--- src/rtl/adc_pkg.sv ---
// Shared constants and FSM encoding for the serial ADC capture front-end.
package adc_pkg;

    localparam int FRAME_BITS = 16;
    localparam int DATA_BITS  = 12;
    localparam int LEAD_BITS  = 4;

    typedef enum logic [1:0] {
        ST_IDLE = 2'd0,
        ST_CONV = 2'd1,
        ST_DONE = 2'd2
    } state_t;

    // A frame is well-formed when its leading bits are all zero.
    function automatic logic lead_ok(input logic [FRAME_BITS-1:0] frame);
        return (frame[FRAME_BITS-1 -: LEAD_BITS] == '0);
    endfunction

endpackage

--- src/rtl/adc_spi_shifter.sv ---
// SPI master for one ADC frame: drives CS_N/SCLK, shifts in SDATA on every
// SCLK rising edge, and pulses done_o the cycle CS_N returns high.
module adc_spi_shifter
    import adc_pkg::*;
#(
    parameter int SCLK_DIV = 25
) (
    input  logic                  clk_i,
    input  logic                  rst_i,
    input  logic                  start_i,
    input  logic                  sdata_i,
    output logic                  cs_n_o,
    output logic                  sclk_o,
    output logic                  done_o,
    output logic [FRAME_BITS-1:0] shift_o
);

    localparam int DIV_W = $clog2(SCLK_DIV);
    localparam int BIT_W = $clog2(FRAME_BITS);

    logic                  active_q, active_d;
    logic                  last_q,   last_d;
    logic                  done_q,   done_d;
    logic                  cs_n_q,   cs_n_d;
    logic                  sclk_q,   sclk_d;
    logic [DIV_W-1:0]      div_q,    div_d;
    logic [BIT_W-1:0]      bit_q,    bit_d;
    logic [FRAME_BITS-1:0] shift_q,  shift_d;

    // Next-state: last_q marks the cycle after the final rising edge, where CS_N is released.
    always_comb begin
        active_d = active_q;
        last_d   = 1'b0;
        done_d   = 1'b0;
        cs_n_d   = cs_n_q;
        sclk_d   = sclk_q;
        div_d    = div_q;
        bit_d    = bit_q;
        shift_d  = shift_q;
        if (last_q) begin
            active_d = 1'b0;
            cs_n_d   = 1'b1;
            sclk_d   = 1'b1;
            done_d   = 1'b1;
        end else if (active_q) begin
            if (div_q == DIV_W'(SCLK_DIV - 1)) begin
                div_d  = '0;
                sclk_d = ~sclk_q;
                if (!sclk_q) begin
                    shift_d = {shift_q[FRAME_BITS-2:0], sdata_i};
                    bit_d   = bit_q + 1'b1;
                    if (bit_q == BIT_W'(FRAME_BITS - 1)) begin
                        last_d = 1'b1;
                    end
                end
            end else begin
                div_d = div_q + 1'b1;
            end
        end else if (start_i) begin
            active_d = 1'b1;
            cs_n_d   = 1'b0;
            sclk_d   = 1'b1;
            div_d    = '0;
            bit_d    = '0;
        end
    end

    // State registers; reset aborts any frame in flight.
    always_ff @(posedge clk_i) begin
        if (rst_i) begin
            active_q <= 1'b0;
            last_q   <= 1'b0;
            done_q   <= 1'b0;
            cs_n_q   <= 1'b1;
            sclk_q   <= 1'b1;
            div_q    <= '0;
            bit_q    <= '0;
            shift_q  <= '0;
        end else begin
            active_q <= active_d;
            last_q   <= last_d;
            done_q   <= done_d;
            cs_n_q   <= cs_n_d;
            sclk_q   <= sclk_d;
            div_q    <= div_d;
            bit_q    <= bit_d;
            shift_q  <= shift_d;
        end
    end

    assign cs_n_o  = cs_n_q;
    assign sclk_o  = sclk_q;
    assign done_o  = done_q;
    assign shift_o = shift_q;

endmodule

--- src/rtl/adc_spi_capture.sv ---
// Periodic 12-bit serial ADC capture with lead-bit checking and 2^AVG_LOG2
// sample averaging; feeds the seven-segment display driver.
module adc_spi_capture
    import adc_pkg::*;
#(
    parameter int SCLK_DIV      = 25,
    parameter int SAMPLE_PERIOD = 50000,
    parameter int AVG_LOG2      = 2
) (
    input  logic                 Sys_CLK,
    input  logic                 Sys_RST,
    input  logic                 Start_EN,
    input  logic                 ADC_SDATA,
    output logic                 ADC_CS_N,
    output logic                 ADC_SCLK,
    output logic [DATA_BITS-1:0] Data_Bin,
    output logic                 Data_Valid,
    output logic                 EN,
    output logic                 Frame_Err
);

    localparam int TMR_W = $clog2(SAMPLE_PERIOD);
    localparam int ACC_W = DATA_BITS + AVG_LOG2;
    localparam int CNT_W = (AVG_LOG2 > 0) ? AVG_LOG2 : 1;
    localparam logic [CNT_W-1:0] CNT_LAST = CNT_W'((1 << AVG_LOG2) - 1);

    // Truncating divide of the accumulated sum by the sample count.
    function automatic logic [DATA_BITS-1:0] avg_trunc(input logic [ACC_W-1:0] sum);
        logic [ACC_W-1:0] shifted;
        shifted = sum >> AVG_LOG2;
        return shifted[DATA_BITS-1:0];
    endfunction

    logic [TMR_W-1:0]      timer_q, timer_d;
    logic                  tick;
    state_t                state_q, state_d;
    logic                  start;
    logic                  shift_done;
    logic [FRAME_BITS-1:0] shift_w;
    logic [ACC_W-1:0]      sum_w;
    logic [ACC_W-1:0]      acc_q, acc_d;
    logic [CNT_W-1:0]      cnt_q, cnt_d;
    logic [DATA_BITS-1:0]  data_bin_q, data_bin_d;
    logic                  valid_q, valid_d;
    logic                  en_q, en_d;
    logic                  ferr_q, ferr_d;

    adc_spi_shifter #(
        .SCLK_DIV (SCLK_DIV)
    ) u_shifter (
        .clk_i   (Sys_CLK),
        .rst_i   (Sys_RST),
        .start_i (start),
        .sdata_i (ADC_SDATA),
        .cs_n_o  (ADC_CS_N),
        .sclk_o  (ADC_SCLK),
        .done_o  (shift_done),
        .shift_o (shift_w)
    );

    assign tick  = Start_EN && (timer_q == TMR_W'(SAMPLE_PERIOD - 1));
    assign sum_w = acc_q + ACC_W'(shift_w[DATA_BITS-1:0]);

    // Sample timer: parked at zero while disabled, wraps on the tick.
    always_comb begin
        timer_d = timer_q + 1'b1;
        if (!Start_EN || tick) begin
            timer_d = '0;
        end
    end

    // Conversion sequencer; ticks arriving outside IDLE are ignored.
    always_comb begin
        state_d = state_q;
        start   = 1'b0;
        case (state_q)
            ST_IDLE: begin
                if (tick) begin
                    state_d = ST_CONV;
                    start   = 1'b1;
                end
            end
            ST_CONV: begin
                if (shift_done) begin
                    state_d = ST_DONE;
                end
            end
            ST_DONE: state_d = ST_IDLE;
            default: state_d = ST_IDLE;
        endcase
    end

    // Frame disposition: check lead bits, accumulate good samples, publish averages.
    always_comb begin
        acc_d      = acc_q;
        cnt_d      = cnt_q;
        data_bin_d = data_bin_q;
        valid_d    = 1'b0;
        en_d       = en_q;
        ferr_d     = 1'b0;
        if (!Start_EN) begin
            en_d = 1'b0;
        end
        if (state_q == ST_CONV && shift_done) begin
            if (!lead_ok(shift_w)) begin
                ferr_d = 1'b1;
            end
            if (!Start_EN) begin
                acc_d = '0;
                cnt_d = '0;
            end else if (lead_ok(shift_w)) begin
                if (cnt_q == CNT_LAST) begin
                    data_bin_d = avg_trunc(sum_w);
                    valid_d    = 1'b1;
                    en_d       = 1'b1;
                    acc_d      = '0;
                    cnt_d      = '0;
                end else begin
                    acc_d = sum_w;
                    cnt_d = cnt_q + 1'b1;
                end
            end
        end
    end

    // Registers for timer, FSM, accumulator and outputs.
    always_ff @(posedge Sys_CLK) begin
        if (Sys_RST) begin
            timer_q    <= '0;
            state_q    <= ST_IDLE;
            acc_q      <= '0;
            cnt_q      <= '0;
            data_bin_q <= '0;
            valid_q    <= 1'b0;
            en_q       <= 1'b0;
            ferr_q     <= 1'b0;
        end else begin
            timer_q    <= timer_d;
            state_q    <= state_d;
            acc_q      <= acc_d;
            cnt_q      <= cnt_d;
            data_bin_q <= data_bin_d;
            valid_q    <= valid_d;
            en_q       <= en_d;
            ferr_q     <= ferr_d;
        end
    end

    assign Data_Bin   = data_bin_q;
    assign Data_Valid = valid_q;
    assign EN         = en_q;
    assign Frame_Err  = ferr_q;

endmodule

--- config.mk ---
export PLATFORM = sky130hd
export DESIGN_NAME = adc_spi_capture
export DESIGN_NICKNAME = d
export VERILOG_FILES = /design/src/rtl/adc_pkg.sv /design/src/rtl/adc_spi_shifter.sv /design/src/rtl/adc_spi_capture.sv
export SDC_FILE = /design/constraint.sdc
export NUM_CORES = 1
export LEC_CHECK = 0
export ABC_AREA = 0
export BUFFER_PORTS_ARGS = -buffer_cell sky130_fd_sc_hd__buf_2
export CORE_MARGIN = 10
export CORE_UTILIZATION = 45
export DETAILED_ROUTE_END_ITERATION = 6
export SLEW_MARGIN = 5
export SYNTH_ARGS = -nofsm -noshare
export SYNTH_HDL_FRONTEND = slang
export SYNTH_SLANG_ARGS = --single-unit
export TNS_END_PERCENT = 10
--- constraint.sdc ---
create_clock -name Sys_CLK -period 5.25 [get_ports Sys_CLK]
set_input_delay 0 -clock Sys_CLK [delete_from_list [all_inputs] [get_ports Sys_CLK]]
set_output_delay 0 -clock Sys_CLK [all_outputs]
set_load 0.05 [all_outputs]
Yosys cells after proc, flatten, opt, wreduce, memory -nomap -nowiden --
Cells that the tools add are included.
Cells by class: multiply operators 0, shift-type cells 0, add/sub/neg operators 5, bitwise gates (word level) 7, order comparisons 0, equal/unequal tests 10, div/mod/pow operators 0, multiplexer cells 32, reductions and logical operators 20
Operators by type and width (count):
- $mux W14 | 3
- $add A16 B1 Y16 const B | 1
- $eq A16 B16 Y1 const B | 1
- $mux W1 | 16
- $mux W4 | 4
- $mux W5 | 3
- $add A14 B12 Y14 | 1
- $reduce_and A4 Y1 | 3
- $mux W2 | 5
- $reduce_and A2 Y1 | 5
- $not A1 Y1 | 7
- $ne A2 B2 Y1 const B | 3
- $reduce_or A2 Y1 | 3
- $add A5 B1 Y5 const B | 1
- $eq A5 B5 Y1 const B | 1
- $reduce_or A5 Y1 | 1
- $add A4 B1 Y4 const B | 1
- $eq A4 B4 Y1 const B | 1
- $logic_not A4 Y1 | 1
- $ne A2 B1 Y1 const B | 2
- $pmux W2 S2 | 1
- $reduce_or A4 Y1 | 1
- $add A2 B1 Y2 const B | 1
- $eq A2 B1 Y1 const B | 1
- other kinds (6) | 7
Storage, ports and cells: memories kept 0, memory bits (read-only) 0, output and inout bits 17, latch bits 0, word-level logic and storage cells 90, input bits 4, bits in writable memories 0, register bits 79

Longest topological paths before layout --
Gate-level depths: netlist of run 1.
word-level depth 6, gate-level depth with buffers 8, gate-level depth less buffers 7

By module --
Synthesis of run 1 repeated with hierarchy kept, for this count alone.
Second synthesis, totals: cells, all modules 424, area total of the unflattened synthesis 3716.1 sq um
Modules (own cells, without submodules):
- adc_spi_capture | cells each 273, instances 1, area each 2419.8 sq um, sequential area each 980.9 sq um
- adc_spi_shifter | cells each 151, instances 1, area each 1296.2 sq um, sequential area each 600.6 sq um

Worst setup path after synthesis of run 1 --
Ideal clock, no wire load.
kind reg2reg, start reg u_shifter.shift_q[0], in the netlist u_shifter.shift_o[0], end reg acc_q[12], path buffers 0, data required time 5.120 ns, period minus slack after synthesis 2.159 ns, setup time 0.130 ns, stages on the path, launching flop included 8, data arrival time 2.028 ns, path slack 3.091 ns, cells stage by stage dfxtp_1 > ha_1 > fa_1 > a21o_1 > a221oi_1 > o311ai_0 > a21oi_1 > o32ai_1
On the way: word-level cells in the longest chain between the ends 4
Ends and longest elaborated chain:
- from (decl) | RTL line adc_spi_shifter.sv:28 | logic [FRAME_BITS-1:0] shift_q, shift_d;
- from (signal assigned) | RTL line adc_spi_shifter.sv:87 | shift_q <= shift_d;
- $add A14 B12 Y14 | RTL line adc_spi_capture.sv:62 | assign sum_w = acc_q + ACC_W'(shift_w[DATA_BITS-1:0]);
- $mux W14 | RTL line adc_spi_capture.sv:112 | if (cnt_q == CNT_LAST) begin
- $mux W14 | RTL line adc_spi_capture.sv:111 | end else if (lead_ok(shift_w)) begin
- $mux W14 | RTL line adc_spi_capture.sv:108 | if (!Start_EN) begin
- to (signal assigned) | RTL line adc_spi_capture.sv:131 | acc_q <= '0;
- to (signal assigned) | RTL line adc_spi_capture.sv:140 | acc_q <= acc_d;
- to (decl) | RTL line adc_spi_capture.sv:41 | logic [ACC_W-1:0] acc_q, acc_d;
No other way between the ends. The select of a mux whose other input is x is not followed. A chain may end at the register's enable or synchronous reset.

Worst setup path in the final report of run 1 --
Same ends and word-level chain as after synthesis.

==> results.md, run 1 <==
- Synthesized net count: about 470
- MaxCap Viol Count: 0
- Warnings from Yosys: 0
- Horiz. Die Dim: between 100 and 150 µm
- Post-layout utilization of the core: 0.505
- Worst hold slack across all endpoints: 0.232 ns
- Tcrit/Tclk final: 0.480
- Routability-driven placement congestion ratio: around 0.84
- Pin count of the biggest net entering global routing: just under 60
- Max-slew headroom: 0.474
- Startpoint Class: flop
- Count of boundary I/O pins: 21
- WP buf/inv: 0
- Area of the mapped netlist: around 3700 µm²
- Part of the power in combinational logic: 0.017
- Setup TNS: 0 ns
- Half-perimeter wire length after detailed placement: 5.75 mm
- Status: finished, final reports clean
- Power consumption: around 1.0 mW
- Initial antenna violation count: 0
- Leak: about 1.6 nW
- Layout overhead on the synthesized area: 10.1%
- Largest fanout on the critical path: 6
- Count of cell types in the netlist: around 60
- Setup WS post-layout: around 2.7 ns
- Post-Place Cell Area: slightly below 4000 µm²
- Via count of the first global-routing pass: a little over 3000
- Most used flip-flop cell after synthesis: sky130_fd_sc_hd__dfxtp_1
- Library cell contributing the largest single delay on the critical path: sky130_fd_sc_hd__a221oi_1
- Initial cell density of the core: 0.458
- Critical Path End Type: flop
- CTS tree: yes
- Number of clock buffers inserted by TritonCTS: 9
- Clock Latency Late Sink: approximately 0.36 ns
- Post-route standard cell area excluding fillers: around 4100 µm²
- Area leader, netlist: sky130_fd_sc_hd__dfxtp_1
- Number of antenna cells inserted: 0
- First-pass GRT wire length: ~14 mm
- Dominant cells by area after synthesis: sky130_fd_sc_hd__dfxtp_1, sky130_fd_sc_hd__nand2_1, sky130_fd_sc_hd__a21oi_1, sky130_fd_sc_hd__ha_1, sky130_fd_sc_hd__nor2_1
- Post-cts resize count: 0
- Switching portion of total power: 0.213
- Count of placed standard cells in the final layout, fillers left out: 573
- Pwr Density: 254 nW/µm²
- H-tree depth: 3
- Post-detailed-route via-to-cell ratio: 5.49
- Fraction of final layout cells sized beyond drive strength 1: 0.0962
- Routed wire per std cell: roughly 14 µm
- Hold violation total from the final report: 0
- Clock Root Buffer: sky130_fd_sc_hd__clkbuf_8
- Overflow after GRT: 0
- Area share of the leading cell type in the synthesized netlist: 0.422
- Critical path start-end classification: reg -> reg
- # nets final: 489
- Sequential share of power: 0.573
- Cell internal power dissipation: 0.826 mW
- Die Y-Extent: 111 µm
- Count of input and output buffers: 20
- Peak per-stage delay on the critical path: around 0.65 ns
- Detailed-router iteration count before antenna repair: 5
- DRC violation count after routing: 0
- DRT iter0 DRCs: 96
- Most used standard cells in the synthesized netlist: sky130_fd_sc_hd__dfxtp_1, sky130_fd_sc_hd__nand2_1, sky130_fd_sc_hd__a21oi_1, sky130_fd_sc_hd__nor2_1, sky130_fd_sc_hd__nand3_1
- Avg Inst Size Synth: approximately 8.3 µm²
- CTS sink cnt: 79
- Cell Chain, Critical Path: ha_1, fa_1, a21o_1, a221oi_1, o311ai_0, a21oi_1, o32ai_1
- Transition time at the pin with the least slew margin: 0.786 ns
- Worst path arrival time: roughly 2.7 ns
- Cell family with the largest share of critical-path delay: compound AO/OA/AOI/OAI gates
- Post-Place Worst Slack: between 2 and 3 ns
- Portion of total power attributed to the clock network: 0.410
- CTS clk-pin slew, worst paths: ~0.080 ns
- Postcts setup bufs: 0
- Share of synthesized registers carrying an async set or reset: 0
- # placed instances: ~560
- Pins over their slew limit: 0
- Standard-cell row count: 33
- Number of flip-flops and latches in the synthesized netlist: 79
- Sequential cell area fraction in the yosys report: 0.422
- Max IR drop VDD: around 0.12 mV
- Timing-limited maximum frequency: 0.396 GHz
- Most frequently used cell type in the post-synthesis netlist: sky130_fd_sc_hd__dfxtp_1
- Largest buffer count on any clock path: 2
- Setup violators final: 0
- Full die area: roughly 12000 µm²
- Post-synth EDFFs: 0
- Total number of vias: between 3000 and 4000
- Sw Pwr: between 0.2 and 0.25 mW
- Number of fill cells in the layout: 785
- DRT antenna net count: 0
- Cells after Synth: ~450
- Clock skew: about 0.012 ns
- Total global-route track usage: 0.135
- Type of the worst min-delay path: in -> reg
- Worst Path Required: around 5.5 ns
- Detailed-route wire length: approximately 8.3 mm
- Core Area: 8180 µm²
- RSZ-0062 raised after global routing: false
- Shortest period the worst path allows: 2.52 ns
[power groups by stage]
| stage | logic (mW) | registers [mW] | clock network [mW] |
|---|---|---|---|
| after floorplan | 0.0124 | 0.615 | 0 |
| after global placement | 0.0171 | 0.615 | 0 |
| after CTS | 0.0185 | 0.601 | 0.439 |
| after global routing | 0.0208 | 0.601 | 0.466 |
| after detailed placement | 0.0174 | 0.615 | 0 |
| final | 0.0181 | 0.601 | 0.430 |
[cells in the final DEF, fill, tap and decap left out, types with 11 or more instances in the layout]
cell type	Yosys	layout
sky130_fd_sc_hd__a21oi_1	44	44
sky130_fd_sc_hd__xnor2_1	13	13
sky130_fd_sc_hd__buf_2	1	20
sky130_fd_sc_hd__nand3_1	27	27
sky130_fd_sc_hd__ha_1	17	17
sky130_fd_sc_hd__inv_1	16	16
sky130_fd_sc_hd__nor2_1	42	42
sky130_fd_sc_hd__nand2_1	62	62
sky130_fd_sc_hd__dfxtp_1	79	79
sky130_fd_sc_hd__nor3_1	11	11
sky130_fd_sc_hd__o21ai_0	17	17
[state kept, by name, summed over array words and instances (netlist names), 2 cells and up]
register,cells
u_shifter.div_q,5
state_q,2
u_shifter.shift_o,16
timer_q,16
u_shifter.bit_q,4
Data_Bin,12
cnt_q,2
acc_q,14
[worst reg2reg max path, delay by kind of cell (launching register included)]
family / cells / cell delay (ns)
compound gates: 5 / 1.43
flops: 1 / 0.33
fa+ha+maj: 2 / 0.63
[area by class of cell]
type                            instances  area [µm²]  area share
Inverter                               17        63.8      0.0155
Sequential cell                        79        1580       0.383
Clock inverter                          2        35.0     0.00849
Multi-Input combinational cell        335        2030       0.493
Clock buffer                           10         138      0.0334
Timing Repair Buffer                   25         143      0.0346
Tap cell                              105         131      0.0318
[final timing paths]
check,start,endpoint,slack [ns],depth (start not counted)
worst max-delay path,u_shifter.shift_o[0],acc_q[12],2.73,7
worst min register to register,u_shifter.cs_n_o,u_shifter.cs_n_o,0.44,2
worst min-delay path,Sys_RST,state_q[0],0.23,3
worst max register to register,u_shifter.shift_o[0],acc_q[12],2.73,7
[cell families (layout without fill, tap and decap cells)]
| group | after synthesis | in the layout | share of synthesized area |
|---|---|---|---|
| adder cells (fa/ha/maj) | 18 | 18 | 0.0621 |
| AND/OR/NAND/NOR | 188 | 188 | 0.249 |
| flip-flops | 79 | 79 | 0.422 |
| XOR/XNOR | 21 | 21 | 0.0491 |
| buffers and inverters | 35 | 54 | 0.0354 |
| AO/OA/AOI/OAI | 106 | 106 | 0.176 |
| multiplexers | 2 | 2 | 0.00568 |
[metal layers]
metal	up-vias	share of wire	GRT usage
met5	-	0	0
met4	0	0.015	0.0428
met3	12	0.051	0.0449
met2	52	0.43	0.201
met1	1444	0.50	0.180
li1	1637	-	-
[repair_timing]
item	4_1_cts	5_1_grt
endpoints found under the hold margin	2	0
hold buffers	2	0
setup endpoints to repair	0	0
Note: power is estimated with default switching activity, not from simulation.
==> run 2: changes to the inputs <==
ABC_AREA = 1   (was 0)
clock period = 2 ns   (was 5.25 ns; I/O delays follow)
==> run 2 against run 1 <==
Against the previous run: setup slack got worse by 2.6 ns; first-iteration DRC count rose to 2.5 times the previous value; total power grew to 2.6 times the previous value; cell count up 24%; count of clock-buffer cells in the layout unchanged; clock power increased to 2.7 times the previous value; routed wire length up 8.3%; cell area increased by 12%; via count rose by 13%; critical path depth rose by 1; critical path type unchanged; largest cell class unchanged; highest routed layer unchanged.
==> results.md, run 2 <==
- RSZ-0062 raised after global routing: false
- Most common cell after layout, fill and taps aside: sky130_fd_sc_hd__nand2_1
- Sequential share of power: 0.566 (-0.007)
- MaxCap Viol Count: 0 (unchanged)
- Full die area: 13600 µm² (+10%)
- CTS sink cnt: 79 (unchanged)
- Via count of the first global-routing pass: 3413 (+12%)
- Count of input and output buffers: 20 (unchanged)
- Clock Root Buffer: sky130_fd_sc_hd__clkbuf_8
- Largest buffer count on any clock path: 2 (unchanged)
- Post-layout utilization of the core: 0.503 (-0.00111)
- Number of fill cells in the layout: 910 (+16%)
- Start point of the worst min-delay path: EN
- Critical path start-end classification: reg -> reg
- Pins over their slew limit: 0 (unchanged)
- Routability-driven placement congestion ratio: 0.873 (+3.3%)
- DRC violation count after routing: 0 (unchanged)
- First-pass GRT wire length: 16.0 mm (+12%)
- Clock skew: 0.0111 ns (-0.000805 ns)
- Synthesized net count: 591 (+25%)
- Overflow after GRT: 0 (unchanged)
- Cell internal power dissipation: 2.16 mW (+160%)
- Avg Inst Size Synth: 7.39 µm² (-11%)
- # nets final: 617 (+26%)
- DRT antenna net count: 0 (unchanged)
- Postcts setup bufs: 0 (unchanged)
- CTS tree: yes
- Pwr Density: 603 nW/µm² (+140%)
- Cells after Synth: 569 (+27%)
- Total number of vias: 3547 (+13%)
- Tcrit/Tclk final: 0.916 (+0.436)
- Number of flip-flops and latches in the synthesized netlist: 79 (unchanged)
- Shortest period the worst path allows: 1.83 ns (-0.689 ns)
- Total global-route track usage: 0.144 (+0.00849)
- Detailed-router iteration count before antenna repair: 4 (-1)
- Timing-limited maximum frequency: 0.546 GHz (+38%)
- Layout overhead on the synthesized area: 9.58%
- Post-cts resize count: 0 (unchanged)
- Area occupied by multi-input gates: 2240 µm² (+10%)
- Area of the mapped netlist: 4210 µm² (+12%)
- Transition time at the pin with the least slew margin: 0.484 ns (-0.302 ns)
- Horiz. Die Dim: 117 µm (+4.9%)
- Initial cell density of the core: 0.459 (+0.00110)
- Most used flip-flop cell after synthesis: sky130_fd_sc_hd__dfxtp_1
- Hold-fix buffers, CTS: 3 (+1)
- Part of the power in combinational logic: 0.019 (+0.002)
- Max-slew headroom: 0.677 (+0.203)
- CTS clk-pin slew, worst paths: 0.08 ns (about the same)
- H-tree depth: 3 (unchanged)
- Area of all sequential standard cells: 1580 µm² (unchanged)
- Worst path arrival time: 2.11 ns (-0.63 ns)
- Share of synthesized registers carrying an async set or reset: 0 (unchanged)
- Fraction of final layout cells sized beyond drive strength 1: 0.183 (+0.0872)
- Half-perimeter wire length after detailed placement: 6.74 mm (+17%)
- Type of the worst min-delay path: reg -> reg
- Detailed-route wire length: 8.97 mm (+8.3%)
- Origin of the critical flop-to-flop path: u_shifter.shift_o[0]
- Sequential cell area fraction in the yosys report: 0.376 (-0.0460)
- Core Area: 9150 µm² (+12%)
- Clock Latency Late Sink: 0.34 ns (-0.02 ns)
- Most frequently used cell type in the post-synthesis netlist: sky130_fd_sc_hd__nand2_1
- Pin count of the biggest net entering global routing: 38 (-36%)
- Status: finished, final reports clean
- Worst Path Required: 2.28 ns (-3.19 ns)
- Number of antenna cells inserted: 0 (unchanged)
- Post-Place Cell Area: 4390 µm² (+12%)
- Post-synth EDFFs: 0 (unchanged)
- Critical Path End Type: flop
- DRT iter0 DRCs: 243 (+150%)
- Count of cell types in the netlist: 46 (-25%)
- Initial antenna violation count: 0 (unchanged)
- Switching portion of total power: 0.223 (+0.00979)
- Largest fanout on the critical path: 3 (-3)
- Most used standard cells in the synthesized netlist: sky130_fd_sc_hd__nand2_1, sky130_fd_sc_hd__dfxtp_1, sky130_fd_sc_hd__nor2_1, sky130_fd_sc_hd__inv_1, sky130_fd_sc_hd__nand3_1
- Count of boundary I/O pins: 21 (unchanged)
- Area leader, netlist: sky130_fd_sc_hd__dfxtp_1
- Hold violation total from the final report: 0 (unchanged)
- Standard-cell row count: 35 (+6.1%)
- Post-detailed-route via-to-cell ratio: 4.99 (-9.1%)
- Setup TNS: 0 ns (unchanged)
- Setup violators final: 0 (unchanged)
- Sw Pwr: 0.620 mW (+180%)
- Portion of total power attributed to the clock network: 0.415 (+0.005)
- Area share of the leading cell type in the synthesized netlist: 0.376 (-0.0460)
- Post-route standard cell area excluding fillers: 4610 µm² (+12%)
- Number of clock buffers inserted by TritonCTS: 9 (unchanged)
- Die Y-Extent: 117 µm (+4.9%)
- Warnings from Yosys: 0 (unchanged)
- Commonest cells after routing, fill and taps aside: sky130_fd_sc_hd__nand2_1, sky130_fd_sc_hd__dfxtp_1, sky130_fd_sc_hd__nor2_1, sky130_fd_sc_hd__inv_1, sky130_fd_sc_hd__nand3_1
- Startpoint Class: flop
- Dominant cells by area after synthesis: sky130_fd_sc_hd__dfxtp_1, sky130_fd_sc_hd__nand2_1, sky130_fd_sc_hd__nor2_1, sky130_fd_sc_hd__inv_1, sky130_fd_sc_hd__ha_1
- Leak: 2.05 nW (+31%)
- Max IR drop VDD: 0.390 mV (+230%)
- Crit path from: u_shifter.shift_o[0]
- Routed wire per std cell: 12.6 µm (-13%)
## run 2: worst max-delay path, stage by stage, from the launching register on
cell                      delay (ns)
sky130_fd_sc_hd__dfxtp_1        0.33
sky130_fd_sc_hd__ha_1           0.23
sky130_fd_sc_hd__fa_1           0.40
sky130_fd_sc_hd__nand3_1        0.10
sky130_fd_sc_hd__nand3_1        0.15
sky130_fd_sc_hd__a21oi_1        0.20
sky130_fd_sc_hd__xnor2_1        0.18
sky130_fd_sc_hd__nand2_2        0.07
sky130_fd_sc_hd__a21oi_2        0.11
## run 2: kinds of logic after synthesis
family	count (synthesis)	synth area share
simple gates	298	0.348
flops	79	0.376
compound gates	78	0.108
xor+xnor	11	0.0229
buf+inv	85	0.0901
fa+ha+maj	18	0.0553
## run 2: power groups by stage
stage	clock network, mW	registers (mW)	logic, mW
2_1_floorplan	0	1.61	0.0369
3_3_place_gp	0	1.61	0.0480
3_5_place_dp	0	1.61	0.0486
4_1_cts	1.20	1.57	0.0536
5_1_grt	1.29	1.58	0.0587
6_report	1.15	1.57	0.0530
## run 2: final timing paths
kind                                  to  slack, ns  depth (start not counted)
worst min register to register        EN       0.47                          2
worst min-delay path                  EN       0.47                          2
worst max-delay path            acc_q[8]       0.17                          8
worst max register to register  acc_q[8]       0.17                          8
## run 2: cell type report
type	count	area share
clock buffer	10	0.0277
timing repair buffer	31	0.0413
multi-input combinational	405	0.487
sequential	79	0.343
tap	111	0.0301
inverter	69	0.0573
clock inverter	6	0.0133
## run 2: metal layers
| layer | global-route usage | vias up | part of all wire |
|---|---|---|---|
| li1 | - | 1881 | - |
| met2 | 0.231 | 33 | 0.47 |
| met1 | 0.188 | 1628 | 0.49 |
| met5 | 0 | - | 0 |
| met4 | 0.0371 | 0 | 0.0089 |
| met3 | 0.0360 | 5 | 0.030 |
## run 2: through the flow
step	setup slack, ns	hold slack, ns	power (mW)	cells
after global routing	0.0284	0.485	2.92	711
after global placement	0.224	0.299	1.66	692
after detailed placement	0.189	0.310	1.66	692
final	0.167	0.466	2.78	711
after floorplan	0.291	0.164	1.65	569
after CTS	0.164	0.471	2.83	711
